File: config.mk
export PLATFORM = sky130hd
export DESIGN_NAME = free_list_mw
export DESIGN_NICKNAME = d
export VERILOG_FILES = /design/src/rtl/fl_pkg.sv /design/src/rtl/fl_prefix_cnt.sv /design/src/rtl/free_list_mw.sv
export SDC_FILE = /design/constraint.sdc
export NUM_CORES = 1
export LEC_CHECK = 0
export CAP_MARGIN = 20
export CORE_MARGIN = 3
export CORE_UTILIZATION = 40
export DETAILED_ROUTE_END_ITERATION = 16
export RECOVER_POWER = 100
export SETUP_SLACK_MARGIN = 0.5
export SKIP_CTS_REPAIR_TIMING = 1
export SYNTH_ARGS = -nofsm -noshare
export SYNTH_HDL_FRONTEND = slang
export SYNTH_SLANG_ARGS = --single-unit
File: constraint.sdc
create_clock -name clk -period 15.4 [get_ports clk]
set_clock_uncertainty 0.15 [all_clocks]
set_input_delay 3.08 -clock clk [delete_from_list [all_inputs] [get_ports clk]]
set_output_delay 3.08 -clock clk [all_outputs]
set_load 0.02 [all_outputs]
File: src/rtl/fl_pkg.sv
// Shared sizing and types for the multi-way physical-register free list.
// Defaults: 64 pregs, 32 aregs, 2 dispatch/retire lanes.
package fl_pkg;
    localparam int NUM_PREG = 64;
    localparam int NUM_AREG = 32;
    localparam int WAYS     = 2;
    localparam int DEPTH    = NUM_PREG - NUM_AREG;
    localparam int PREG_W   = $clog2(NUM_PREG);
    localparam int PTR_W    = $clog2(DEPTH) + 1;
    localparam int CNT_W    = $clog2(DEPTH) + 1;

    typedef logic [PREG_W-1:0] preg_t;
    typedef logic [PTR_W-1:0]  fl_ptr_t;
endpackage

File: src/rtl/fl_prefix_cnt.sv
// Exclusive prefix popcount of a lane mask, plus total popcount.
// Purely combinational, no flow control.
module fl_prefix_cnt #(
    parameter int WAYS = 2,
    parameter int CW   = $clog2(WAYS + 1)
) (
    input  logic [WAYS-1:0]         bits,
    output logic [WAYS-1:0][CW-1:0] prefix,
    output logic [CW-1:0]           total
);
    always_comb begin
        logic [CW-1:0] acc;
        acc = '0;
        for (int k = 0; k < WAYS; k++) begin
            prefix[k] = acc;
            acc       = acc + CW'(bits[k]);
        end
        total = acc;
    end
endmodule

File: src/rtl/free_list_mw.sv
// Multi-way circular free list of physical registers; grants are combinational, pointers update next edge.
// Optional FREE_LIST_BYPASS_EN forwards same-cycle retired pregs to lanes beyond current occupancy.
module free_list_mw import fl_pkg::*; #(
    parameter int NUM_PREG = fl_pkg::NUM_PREG,
    parameter int NUM_AREG = fl_pkg::NUM_AREG,
    parameter int WAYS     = fl_pkg::WAYS
) (
    input  logic                                       clk,
    input  logic                                       rst,
    input  logic [WAYS-1:0]                            dispatch_req_i,
    input  logic [WAYS-1:0]                            retire_en_i,
    input  logic [WAYS-1:0][$clog2(NUM_PREG)-1:0]      retire_preg_i,
    input  logic                                       recover_en_i,
    input  logic [$clog2(NUM_PREG-NUM_AREG):0]         recover_head_i,
    output logic [WAYS-1:0]                            free_preg_vld_o,
    output logic [WAYS-1:0][$clog2(NUM_PREG)-1:0]      free_preg_o,
    output logic [$clog2(NUM_PREG-NUM_AREG):0]         head_o,
    output logic [$clog2(NUM_PREG-NUM_AREG):0]         free_cnt_o,
    output logic                                       overflow_o
);
    localparam int DEPTH  = NUM_PREG - NUM_AREG;
    localparam int PREG_W = $clog2(NUM_PREG);
    localparam int IDX_W  = $clog2(DEPTH);
    localparam int PTR_W  = IDX_W + 1;
    localparam int CNT_W  = IDX_W + 1;
    localparam int CW     = $clog2(WAYS + 1);
    localparam int EW     = CNT_W + 1;

    logic [PREG_W-1:0]        fl [DEPTH];
    logic [PTR_W-1:0]         head, tail;
    logic [CNT_W-1:0]         count;
    logic [WAYS-1:0][CW-1:0]  d_pre, r_pre;
    logic [CW-1:0]            d_tot, r_tot;
    logic [EW-1:0]            avail, n_alloc, n_byp;
    logic                     alloc_ok, overflow;

    fl_prefix_cnt #(.WAYS(WAYS), .CW(CW)) u_disp_cnt (
        .bits   (dispatch_req_i),
        .prefix (d_pre),
        .total  (d_tot)
    );

    fl_prefix_cnt #(.WAYS(WAYS), .CW(CW)) u_ret_cnt (
        .bits   (retire_en_i),
        .prefix (r_pre),
        .total  (r_tot)
    );

    assign count       = CNT_W'(tail - head);
    assign head_o      = head;
    assign free_cnt_o  = count;
    assign overflow_o  = overflow;

    always_comb begin
        logic [IDX_W-1:0] rd_idx;
        rd_idx = '0;
`ifdef FREE_LIST_BYPASS_EN
        avail = EW'(count) + EW'(r_tot);
`else
        avail = EW'(count);
`endif
        alloc_ok = !rst && !recover_en_i && (EW'(d_tot) <= avail);
        n_alloc  = alloc_ok ? EW'(d_tot) : '0;
        n_byp    = '0;
`ifdef FREE_LIST_BYPASS_EN
        if (n_alloc > EW'(count))
            n_byp = n_alloc - EW'(count);
`endif
        // Occupancy after this cycle; bypassed retires cancel bypassed grants.
        overflow = !rst && ((EW'(count) + EW'(r_tot) - n_alloc) > EW'(DEPTH));

        for (int k = 0; k < WAYS; k++) begin
            free_preg_vld_o[k] = dispatch_req_i[k] & alloc_ok;
            free_preg_o[k]     = '0;
            if (free_preg_vld_o[k]) begin
                rd_idx         = head[IDX_W-1:0] + IDX_W'(d_pre[k]);
                free_preg_o[k] = fl[rd_idx];
`ifdef FREE_LIST_BYPASS_EN
                if (EW'(d_pre[k]) >= EW'(count)) begin
                    for (int l = 0; l < WAYS; l++) begin
                        if (retire_en_i[l] && (EW'(r_pre[l]) == EW'(d_pre[k]) - EW'(count)))
                            free_preg_o[k] = retire_preg_i[l];
                    end
                end
`endif
            end
        end
    end

    // Head only consumes entries actually read from the array, so count stays tail-head.
    always_ff @(posedge clk) begin
        if (rst) begin
            head <= '0;
            tail <= PTR_W'(DEPTH);
            for (int i = 0; i < DEPTH; i++)
                fl[i] <= PREG_W'(NUM_AREG + i);
        end else begin
            if (recover_en_i)
                head <= recover_head_i;
            else if (alloc_ok)
                head <= head + PTR_W'(n_alloc - n_byp);
            if (!overflow) begin
                for (int l = 0; l < WAYS; l++) begin
                    if (retire_en_i[l] && (EW'(r_pre[l]) >= n_byp))
                        fl[tail[IDX_W-1:0] + IDX_W'(EW'(r_pre[l]) - n_byp)] <= retire_preg_i[l];
                end
                tail <= tail + PTR_W'(EW'(r_tot) - n_byp);
            end
        end
    end
endmodule
### Word-level counts from Yosys, hierarchy flattened

Memories as Yosys holds them, arrays and structs flattened. A register that Yosys moved wholly into a read port is not among the register bits.
Index checks and enable logic that the tools add are counted.

| cells by class | value |
|---|---|
| multiplexer cells | 23 |
| add/subtract/negate cells | 9 |
| bitwise logic cells | 2 |
| reduce and logical (&&, ||, !) cells | 9 |
| $lt $le $gt $ge | 3 |

Operators with widths:

| kind | number |
|---|---|
| $mux 6 | 6 |
| $mux 5 | 4 |
| $add 6x2->6 | 2 |
| $mux 1 | 12 |
| $reduce_or 6->1 | 2 |
| $add 5x1->5 | 2 |
| $add 6x2->7 | 1 |
| $gt 7x6->1 const B | 1 |
| $sub 7x2->7 | 1 |
| $le 2x6->1 | 1 |
| $sub 6x6->6 | 1 |
| $add 1x1->2 | 2 |
| $logic_and 1x1->1 | 4 |
| $and 1x1->1 | 2 |
| $logic_not 1->1 | 2 |
| $mux 2 | 1 |
| $reduce_bool 2->1 | 1 |
| $ge 1x1->1 const B | 1 |

| storage, ports and cells | value |
|---|---|
| bits in writable memories | 192 |
| memories | 1 |
| input bits | 25 |
| output and inout port bits | 27 |
| register bits after elaboration | 12 |
| word-level logic and storage cells | 49 |

Memories:

| memory | depth | bits a word | read ports | clocked after Yosys merged registers in | wr ports | RTL line | RTL |
|---|---|---|---|---|---|---|---|
| fl | 32 | 6 | 2 | 1 | 32 | free_list_mw.sv:29 | `logic [PREG_W-1:0] fl [DEPTH];` |

### Longest topological paths before layout

Gate-level depths: netlist of the first run.

| depth | value |
|---|---|
| depth in word-level cells | 12 |
| gate-level depth with buffers | 25 |
| gate-level depth less buffers | 21 |

### Cells and area by module

A second synthesis of the first run with hierarchy kept.

| unflattened totals | value |
|---|---|
| cells, all modules | 1,478 |
| area, all modules | 15,252.1 µm² |

Modules (own cells, without submodules):

| module | area an instance (µm²) | instances | cells each |
|---|---|---|---|
| free_list_mw | 15,159.5 | 1 | 1,466 |
| fl_prefix_cnt | 46.3 | 2 | 6 |

### Worst setup path after synthesis of the first run

Ideal clock, no wire load.

| timing | value |
|---|---|
| path kind | input -> output |
| from | in dispatch_req_i[0] |
| to | out overflow_o |
| required time | 12.170 ns |
| stages | 19 |
| arrival | 6.933 ns |
| path buffers | 2 |
| slack | 5.237 ns |
| cell sequence | ha_1 inv_1 ha_1 nand2_1 o2111a_1 nor3_1 nand2_1 inv_1 fa_1 inv_1 fa_1 and3b_1 or4_4 a221oi_4 nor2_2 nor3_2 buf_2 buf_2 nor2_1 |

| between the ends | value |
|---|---|
| longest elaborated chain between the ends | 7 |

Ends and longest elaborated chain:

| item | RTL line | RTL |
|---|---|---|
| start, declared | free_list_mw.sv:10 | `input logic [WAYS-1:0] dispatch_req_i,` |
| $add 1x1->2 (*) | fl_prefix_cnt.sv:16 | `acc = acc + CW'(bits[k]);` |
| $le 2x6->1 | free_list_mw.sv:62 | `alloc_ok = !rst && !recover_en_i && (EW'(d_tot) <= avail);` |
| $logic_and 1x1->1 | free_list_mw.sv:62 |  |
| $mux 2 (*) | free_list_mw.sv:63 | `n_alloc = alloc_ok ? EW'(d_tot) : '0;` |
| $sub 7x2->7 (*) | free_list_mw.sv:70 | `overflow = !rst && ((EW'(count) + EW'(r_tot) - n_alloc) > EW'(DEPTH));` |
| $gt 7x6->1 (*) | free_list_mw.sv:70 |  |
| $logic_and 1x1->1 (*) | free_list_mw.sv:70 |  |
| end, declared | free_list_mw.sv:19 | `output logic overflow_o` |

Mark *: on every way between the ends. The rest lies on a longest branch, timed or not.

### Worst setup path in the final report of the first run

Ends and elaborated chain as after synthesis.

==> metrics.yaml, run 1 <==
synth_area_leaders: "edfxtp_1 (38%), mux4_2 (17%), nand2_1 (4.6%), mux2i_1 (4.4%), nor2_1 (3.5%)"
die_area_um2: 40300
initial_core_util: 0.410
worst_r2r_startpoint: "head_o[2]"
syn_nets: 1509
io-pin-count: 52
syn_area_um2: 15200
crit_fanout: 43
area_delta_synth_final_pct: 9.95
r2r_cells: 21
grt-ovfl-total: 0
layout-drive-gt1-share: 0.156
startpoint: "dispatch_req_i[0]"
r2r-end: "fl[12][0]"
avgSynthCellArea_um2: 10.4
die_y_um: 201
wl_per_cell_um: 28.0
die_w_um: 201
portBuffers: 51
slew_headroom: -1.55
core_um2: 37000
rrSetupSlack_ns: 4.51
drtIter0Drc: 1918
status: "finished, violations left"
tightest_slew_ns: 3.82
crit_path_top_delay_cell: "clkbuf_1"
final.period_utilization: 0.841
crit_end: "overflow_o"
htree_num_levels: 1
num_vias: 12637
leakage_nw: 4.98
hold_class: "flop to flop"
crit_type: "input port to output port"
drc: 0
yosysSeqAreaShare: 0.403
hpwl_mm: 36.8
root_buffer: "clkbuf_16"
clock_latency_ns: 0.52
synthDistinctLibCells: 60
vdd_drop_max_mv: 0.158
first_pass_iters: 5
ys_ff_latch: 209
synth_cells: 1453
clock-sinks: 209
num_rows: 70
fillers: 3469
grt_pass1_vias: 12261
crit_arrival_ns: 9.72
yosysTopAreaCell: "edfxtp_1"
timing.fmax_mhz: 77.2
max_stage_delay_ns: 1.33
crit_path_end_kind: "output port"
required_ns: 12.17
failed_checks: "max-capacitance violations, max-slew violations"
clockBufferDepth: 3
grt_antenna_before_repair: 3
yosys_warnings: 0
rsz0062_at_grt: "false"
finalWirelength_mm: 54.8
finalHoldViolations: 0
postRouteAntennaNets: 0
cts_buffers: 24
total_power_w: 0.00205
vias_per_cell: 6.46
final_cell_mix: "edfxtp_1 (192), nand2_1 (187), nor2_1 (141)"
path_common_cell: "inv_1"
synth.top_cell.area_share: 0.380
cts_tree: "yes"
grt_max_degree: 91
fin_cells: 1956
mostFrequentLayoutCell: "edfxtp_1"
fin_setup_tns_ns: 0
fin_crit_ns: 12.95
worstPathCellList: "dlygate4sd3_1, ha_1, inv_1, ha_1, nand2_1, o2111a_1, nor3_1, nand2_1, inv_1, fa_1, inv_1, fa_1, and3b_1, or4_2, a221oi_1, nor2_1, nor3_4, clkbuf_1, nor2_1, dlygate4sd3_1"
finalWeightedCongestion: 0.936
path_clk_slew_ns: 0.06
maxSlewViolCount: 282
final-setup-viol-count: 0
synth-main-ff-cell: "edfxtp_1"
cap_viol_max_count: 5
synth_edf_count: 192
grt_usage: 0.265
p_per_area_nw_per_um2: 123
dp.cells: 1912
critPathLaunchType: "input port"
postSynth.asyncResetShare: 0
grt_pass1_wl_mm: 81.1
final_nets: 1492
## cells in the mapped netlist (all sizes together) (3+ instances only)
cell type  number
o31ai           4
or3            60
mux4          114
and3           46
nor2b          21
mux2i          66
o21ai          92
nor3           35
nand2         187
and2            8
nor4           30
nor3b           4
clkbuf         93
nand4          11
o31a            3
o2111ai         4
a211oi         16
ha             26
nand3          18
inv            25
a21o           20
nand2b         12
o21bai         16
nand3b          4
xnor2           8
buf            37
xor2            5
o21a            3
a21oi          93
fa              5
nor2          152
edfxtp        192
dfxtp          17
or4             3
## registers in the layout, summed over array words and instances (netlist names), named ones only
signal and count:
fl 192, head_o 6, tail 6
## cell type report
class / count / area [um^2] / share of cell area
diodes: 2 / 5.00 / 0.000300
clock buffers: 34 / 659 / 0.0395
flip-flops and latches: 209 / 6110 / 0.367
multi-input cells: 1088 / 8370 / 0.502
repair buffers: 87 / 781 / 0.0468
clock inverters: 6 / 23.8 / 0.00143
well taps: 504 / 631 / 0.0378
inverters: 26 / 97.6 / 0.00585
## routing by layer
metal,up-vias,part of all wire,GRT usage
met5,-,0.00024,0
met4,2,0.038,0.0851
met3,127,0.13,0.0665
met2,856,0.45,0.408
met1,6211,0.39,0.369
li1,5441,-,-
## cells by family after synthesis
group           after synthesis  synth area share
flops                       209             0.403
simple gates                596             0.191
fa+ha+maj                    31            0.0281
mux                         182             0.214
buf+inv                     156            0.0432
compound gates              266             0.114
xor+xnor                     13           0.00751
## per-stage QoR
| stage | instance area [um^2] | worst slack [ns] | util | hold slack (ns) |
|---|---|---|---|---|
| global route | 16700 | 1.95 | 0.451 | 0.547 |
| global placement | 16100 | 4.03 | 0.434 | 0.487 |
| CTS | 16700 | 3.91 | 0.453 | 0.489 |
| floorplan | 15200 | 5.24 | - | 0.403 |
| finish | 16700 | 2.45 | 0.451 | 0.493 |
| detailed placement | 16100 | 3.91 | 0.434 | 0.470 |
## critical path: cells and delay by family
family / cells / cell delay, ns
adders and majority gates: 4 / 1.47
AOI/OAI and AO/OA: 2 / 0.72
and+or+nand+nor: 8 / 1.56
buffers and inverters: 6 / 2.89
## worst min path at each step
stage	from	end	cells after the start
floorplan	tail[0]	tail[0]	2
global placement	tail[5]	tail[5]	2
detailed placement	tail[5]	tail[5]	2
CTS	tail[5]	tail[5]	2
global route	tail[5]	tail[5]	2
finish	tail[5]	tail[5]	2
## where the power goes
part / switching [W] / internal [W]
sequential: 0.0000186 / 0.000643
clock: 0.000227 / 0.000294
combinational: 0.000640 / 0.000223
No activity file was read; power rests on OpenSTA's default activity.
==> run 2, diff against run 1 <==
Clock period 15.4 ns to 11.69 ns, I/O delays scaled along.
==> run 2 against run 1 <==
Compared with the run above:
- the run still ends with max-capacitance violations, max-slew violations left
- final cell count up 0.15%
- global-route usage grew 0.20 points
- critical endpoint is now fl[10][5]
- critical path type is now input port to flop
- clock-buffer cell count shrank 1
- first-iteration DRC count decreased by 11%
- via count shrank 0.11%
- power is 35% higher
- worst setup slack worse by 1.0 ns
- sequential share of layout area about the same
- combinational power increased by 31%
- core utilization about the same
- sequential power increased by 32%
- routed wire length increased by 1.2%
==> metrics.yaml, run 2 (synthesis gave the netlist of run 1 again) <==
status: "finished, violations left"
failed_checks: "max-capacitance violations, max-slew violations"
rrSetupSlack_ns: 2.36  # -2.15 ns
rsz0062_at_grt: "false"
fin_crit_ns: 10.28
finalWirelength_mm: 55.4  # +1.2%
hpwl_mm: 37.1  # +0.64%
grt-ovfl-total: 0  # unchanged
clockBufferDepth: 3  # unchanged
num_rows: 70  # unchanged
finalWeightedCongestion: 0.917  # -2.1%
final-setup-viol-count: 0  # unchanged
vias_per_cell: 6.44  # -0.26%
portBuffers: 51  # unchanged
io-pin-count: 52  # unchanged
cts_buffers: 25  # +4.2%
crit_path_end_kind: "flop"
area_delta_synth_final_pct: 10.0  # about the same
required_ns: 11.71  # -0.46 ns
crit_arrival_ns: 10.30  # +0.58 ns
r2r_cells: 22  # +4.8%
grt_antenna_before_repair: 2  # -1
place_ws_ns: 2.02  # -1.90 ns
num_vias: 12623  # -0.11%
grt_max_degree: 76  # -16%
fin_setup_tns_ns: 0  # unchanged
core_um2: 37000  # unchanged
wl_per_cell_um: 28.3  # +1.0%
fin_area_um2: 16700  # about the same
final.period_utilization: 0.880
htree_num_levels: 1  # unchanged
grt_pass1_wl_mm: 81.1  # unchanged
tightest_slew_ns: 2.62  # -1.20 ns
fin_ws_ns: 1.41  # -1.04 ns
leakage_nw: 5.04  # +1.3%
antennaDiodeCount: 0  # -2
hold_class: "flop to flop"
die_area_um2: 40300  # unchanged
die_y_um: 201  # unchanged
clock_latency_ns: 0.52  # about the same
slew_headroom: -0.749  # +0.800
critPathLaunchType: "input port"
layout-drive-gt1-share: 0.154  # -0.00191
cap_viol_max_count: 2  # -3
drc: 0  # unchanged
regMostFlops: "fl"
clock-sinks: 209  # unchanged
die_w_um: 201  # unchanged
maxSlewViolCount: 104  # -63%
initial_core_util: 0.410  # unchanged
final_cell_mix: "edfxtp_1 (192), nand2_1 (187), nor2_1 (142)"
finalHoldViolations: 0  # unchanged
timing.fmax_mhz: 97.3
first_pass_iters: 6  # +1
fillers: 3496  # +0.78%
drtIter0Drc: 1703  # -11%
multi_input_area_um2: 8290  # -0.94%
whs_ns: 0.508  # +0.0154 ns
final_nets: 1494  # +0.13%
vdd_drop_max_mv: 0.210  # +33%
postRouteAntennaNets: 0  # unchanged
place_area_um2: 16100  # about the same
largest_register_ffs: 192  # unchanged
grt_pass1_vias: 12405  # +1.2%
seq_area_um2: 6110  # unchanged
crit_fanout: 75  # +74%
p_per_area_nw_per_um2: 166  # +35%
post-route-util: 0.451  # about the same
holdPathStages: 2  # unchanged
path_clk_slew_ns: 0.06  # about the same
mostFrequentLayoutCell: "edfxtp_1"
grt_usage: 0.267  # +0.00202
cts_tree: "yes"
root_buffer: "clkbuf_16"
crit_type: "input port to flop"
## run 2: changes by cell type in the layout (fill, tap and decap cells not counted), moves of 2 or more
| cell | change |
|---|---|
| clkdlybuf4s50_1 | +2 |
| clkbuf_2 | +2 |
| clkinv_1 | -2 |
| dlygate4sd3_1 | -2 |
| a21oi_1 | +14 |
| clkbuf_1 | -8 |
| clkbuf_8 | +3 |
| a21oi_2 | -14 |
| clkinv_2 | +6 |
| diode_2 | -2 |
## run 2: layer usage
layer,vias to the layer above,GRT usage,share of wire
met2,902,0.398,0.43
met3,165,0.0932,0.13
met4,4,0.112,0.048
li1,5435,-,-
met1,6117,0.355,0.38
met5,-,0,0.00049
## run 2: final timing paths
kind,to,start
max,fl[10][5],dispatch_req_i[0]
min,tail[5],tail[5]
max reg2reg,fl[10][5],head_o[2]
min reg2reg,tail[5],tail[5]
## run 2: area by class of cell
type,count,share of cell area
repair buffers,88,0.0466
inverters,26,0.00585
well taps,504,0.0378
flip-flops and latches,209,0.366
multi-input cells,1088,0.497
clock inverters,11,0.00457
clock buffers,33,0.0424
## run 2: power by group
group	switching, W	internal [W]	total (W)
Sequential	0.0000256	0.000847	0.000872
Clock	0.000318	0.000443	0.000762
Combinational	0.000847	0.000286	0.00113
Total	0.00119	0.00158	0.00277
## run 2: worst max-delay path, stage by stage
cell and delay, ns:
dlygate4sd3_1 0.59, ha_1 0.31, inv_1 0.08, ha_1 0.22, nand2_1 0.08, o2111a_1 0.35
nor3_1 0.12, nand2_1 0.13, inv_1 0.08, fa_1 0.50, inv_1 0.06, fa_1 0.39
and3b_1 0.23, or4_2 0.61, a221oi_1 0.45, nor2_1 0.17, nor3_1 0.29, clkbuf_1 1.89
buf_4 0.85, a21o_1 0.51
## run 2: through the flow
stage	power, W	cells
after floorplan	0.00177	1453
after global placement	0.00206	1912
after detailed placement	0.00207	1913
after CTS	0.00282	1957
after global routing	0.00286	1959
final	0.00277	1959
==> run 3, diff against run 2 <==
Settings changed: REMOVE_ABC_BUFFERS set to 1.
==> run 3 against run 2 <==
Compared with the run above:
- the flow still finishes with violations (max-capacitance violations, max-slew violations)
- maximum frequency down 1.5%
- power rose by 1.3%
- register-to-register slack got worse by 0.16 ns
- critical path type is now input port to output port
- highest routed layer unchanged
==> metrics.yaml, run 3 (synthesis gave the netlist of run 1 again) <==
cap_viol_max_count: 4  # +2
finalWeightedCongestion: 0.945  # +3.1%
core_um2: 37000  # unchanged
grt_pass1_wl_mm: 81.2  # +0.14%
cts_buffers: 23  # -8.0%
portBuffers: 51  # unchanged
clock_latency_ns: 0.53  # about the same
vdd_drop_max_mv: 0.240  # +14%
timing.fmax_mhz: 95.8  # -1.5%
num_vias: 12718  # +0.75%
tightest_slew_ns: 2.33  # -0.291 ns
num_rows: 70  # unchanged
postRouteAntennaNets: 0  # unchanged
htree_num_levels: 1  # unchanged
clockBufferDepth: 3  # unchanged
final_nets: 1494  # unchanged
grt_usage: 0.267  # +0.000516
slew_headroom: -0.555  # +0.194
hold_class: "flop to flop"
final.period_utilization: 0.893  # +0.0132
crit_path_end_kind: "output port"
die_area_um2: 40300  # unchanged
failed_checks: "max-capacitance violations, max-slew violations"
leakage_nw: 5.04  # about the same
p_per_area_nw_per_um2: 167  # +0.87%
layout-drive-gt1-share: 0.160  # +0.00619
crit_arrival_ns: 7.95  # -2.35 ns
drc: 0  # unchanged
clock-sinks: 209  # unchanged
final_cell_mix: "edfxtp_1 (192), nand2_1 (187), nor2_1 (142)"
crit_type: "input port to output port"
vias_per_cell: 6.49  # +0.75%
regMostFlops: "fl"
grt_max_degree: 77  # +1.3%
first_pass_iters: 6  # unchanged
die_y_um: 201  # unchanged
cts_tree: "yes"
multi_input_area_um2: 8340  # +0.60%
fillers: 3498  # +0.057%
root_buffer: "clkbuf_16"
critPathLaunchType: "input port"
io-pin-count: 52  # unchanged
finalWirelength_mm: 55.4  # about the same
grt-ovfl-total: 0  # unchanged
die_w_um: 201  # unchanged
antennaDiodeCount: 0  # unchanged
grt_antenna_before_repair: 4  # +2
whs_ns: 0.521  # +0.0131 ns
mostFrequentLayoutCell: "edfxtp_1"
finalHoldViolations: 0  # unchanged
initial_core_util: 0.410  # unchanged
hpwl_mm: 37.1  # +0.18%
fin_crit_ns: 10.44  # +0.155 ns
area_delta_synth_final_pct: 10.5
required_ns: 9.20  # -2.51 ns
path_clk_slew_ns: 0.06  # about the same
status: "finished, violations left"
largest_register_ffs: 192  # unchanged
rsz0062_at_grt: "false"
wl_per_cell_um: 28.3  # about the same
drtIter0Drc: 1812  # +6.4%
seq_area_um2: 6110  # unchanged
fin_setup_tns_ns: 0  # unchanged
maxSlewViolCount: 159  # +53%
final-setup-viol-count: 0  # unchanged
grt_pass1_vias: 12132  # -2.2%
crit_fanout: 7  # -91%
==> run 3: changes by cell type in the layout (fill, tap and decap cells not counted), moves of 2 or more <==
cell,delta
a21oi_1,-10
a21oi_2,+10
bufinv_16,+2
clkbuf_1,+2
clkbuf_16,-2
clkbuf_2,-2
clkinv_2,-4
inv_6,+2
==> run 3: per-stage QoR <==
stage                     instances   util  worst slack, ns  power, W  instance area (um^2)
after floorplan                1323      -            0.137   0.00161                 14600
after global placement         1915  0.435             2.12   0.00205                 16100
after detailed placement       1916  0.435             1.98   0.00207                 16100
after CTS                      1958  0.457             1.98   0.00284                 16900
after global routing           1959  0.453            0.898   0.00289                 16800
final                          1959  0.453             1.25   0.00280                 16800
==> run 3: cell type report <==
class,instances,area share
sequential,209,0.365
multi-input combinational,1088,0.498
clock inverter,12,0.00844
timing repair buffer,90,0.0468
tap,504,0.0376
inverter,26,0.00582
clock buffer,30,0.0390
==> run 3: final timing paths <==
check                                        from    endpoint  slack [ns]  cells after the start
worst max-delay path            dispatch_req_i[0]  overflow_o        1.25                     19
worst min-delay path                      tail[5]     tail[5]        0.52                      2
worst min register to register            tail[5]     tail[5]        0.52                      2
worst max register to register          head_o[2]   fl[30][2]        2.20                     21
==> run 3: critical path, stage by stage <==
cell and delay (ns):
dlygate4sd3_1 0.62, ha_1 0.32, inv_1 0.09, ha_1 0.23
nand2_1 0.07, o2111a_1 0.32, nor3_1 0.11, nand2_1 0.15
inv_1 0.08, fa_1 0.50, inv_1 0.06, fa_1 0.39
and3b_1 0.23, or4_2 0.61, a221oi_1 0.45, nor2_1 0.18
nor3_1 0.43, nor2_1 0.08, dlygate4sd3_1 0.68
==> run 3: per-layer routing <==
layer / vias up / part of all wire / track usage / wire, um
met3: 132 / 0.13 / 0.0673 / 7240
met4: 8 / 0.039 / 0.0923 / 2130
met1: 6278 / 0.38 / 0.367 / 21300
met5: - / 0.00085 / 0 / 47
met2: 857 / 0.45 / 0.414 / 24700
li1: 5443 / - / - / -
==> run 3: power by group <==
part / switching, W / leakage [nW] / internal, W / total (W)
combinational: 0.000861 / 2.93 / 0.000290 / 0.00115
sequential: 0.0000249 / 1.73 / 0.000847 / 0.000872
clock: 0.000319 / 0.389 / 0.000461 / 0.000780
total: 0.00120 / 5.04 / 0.00160 / 0.00280
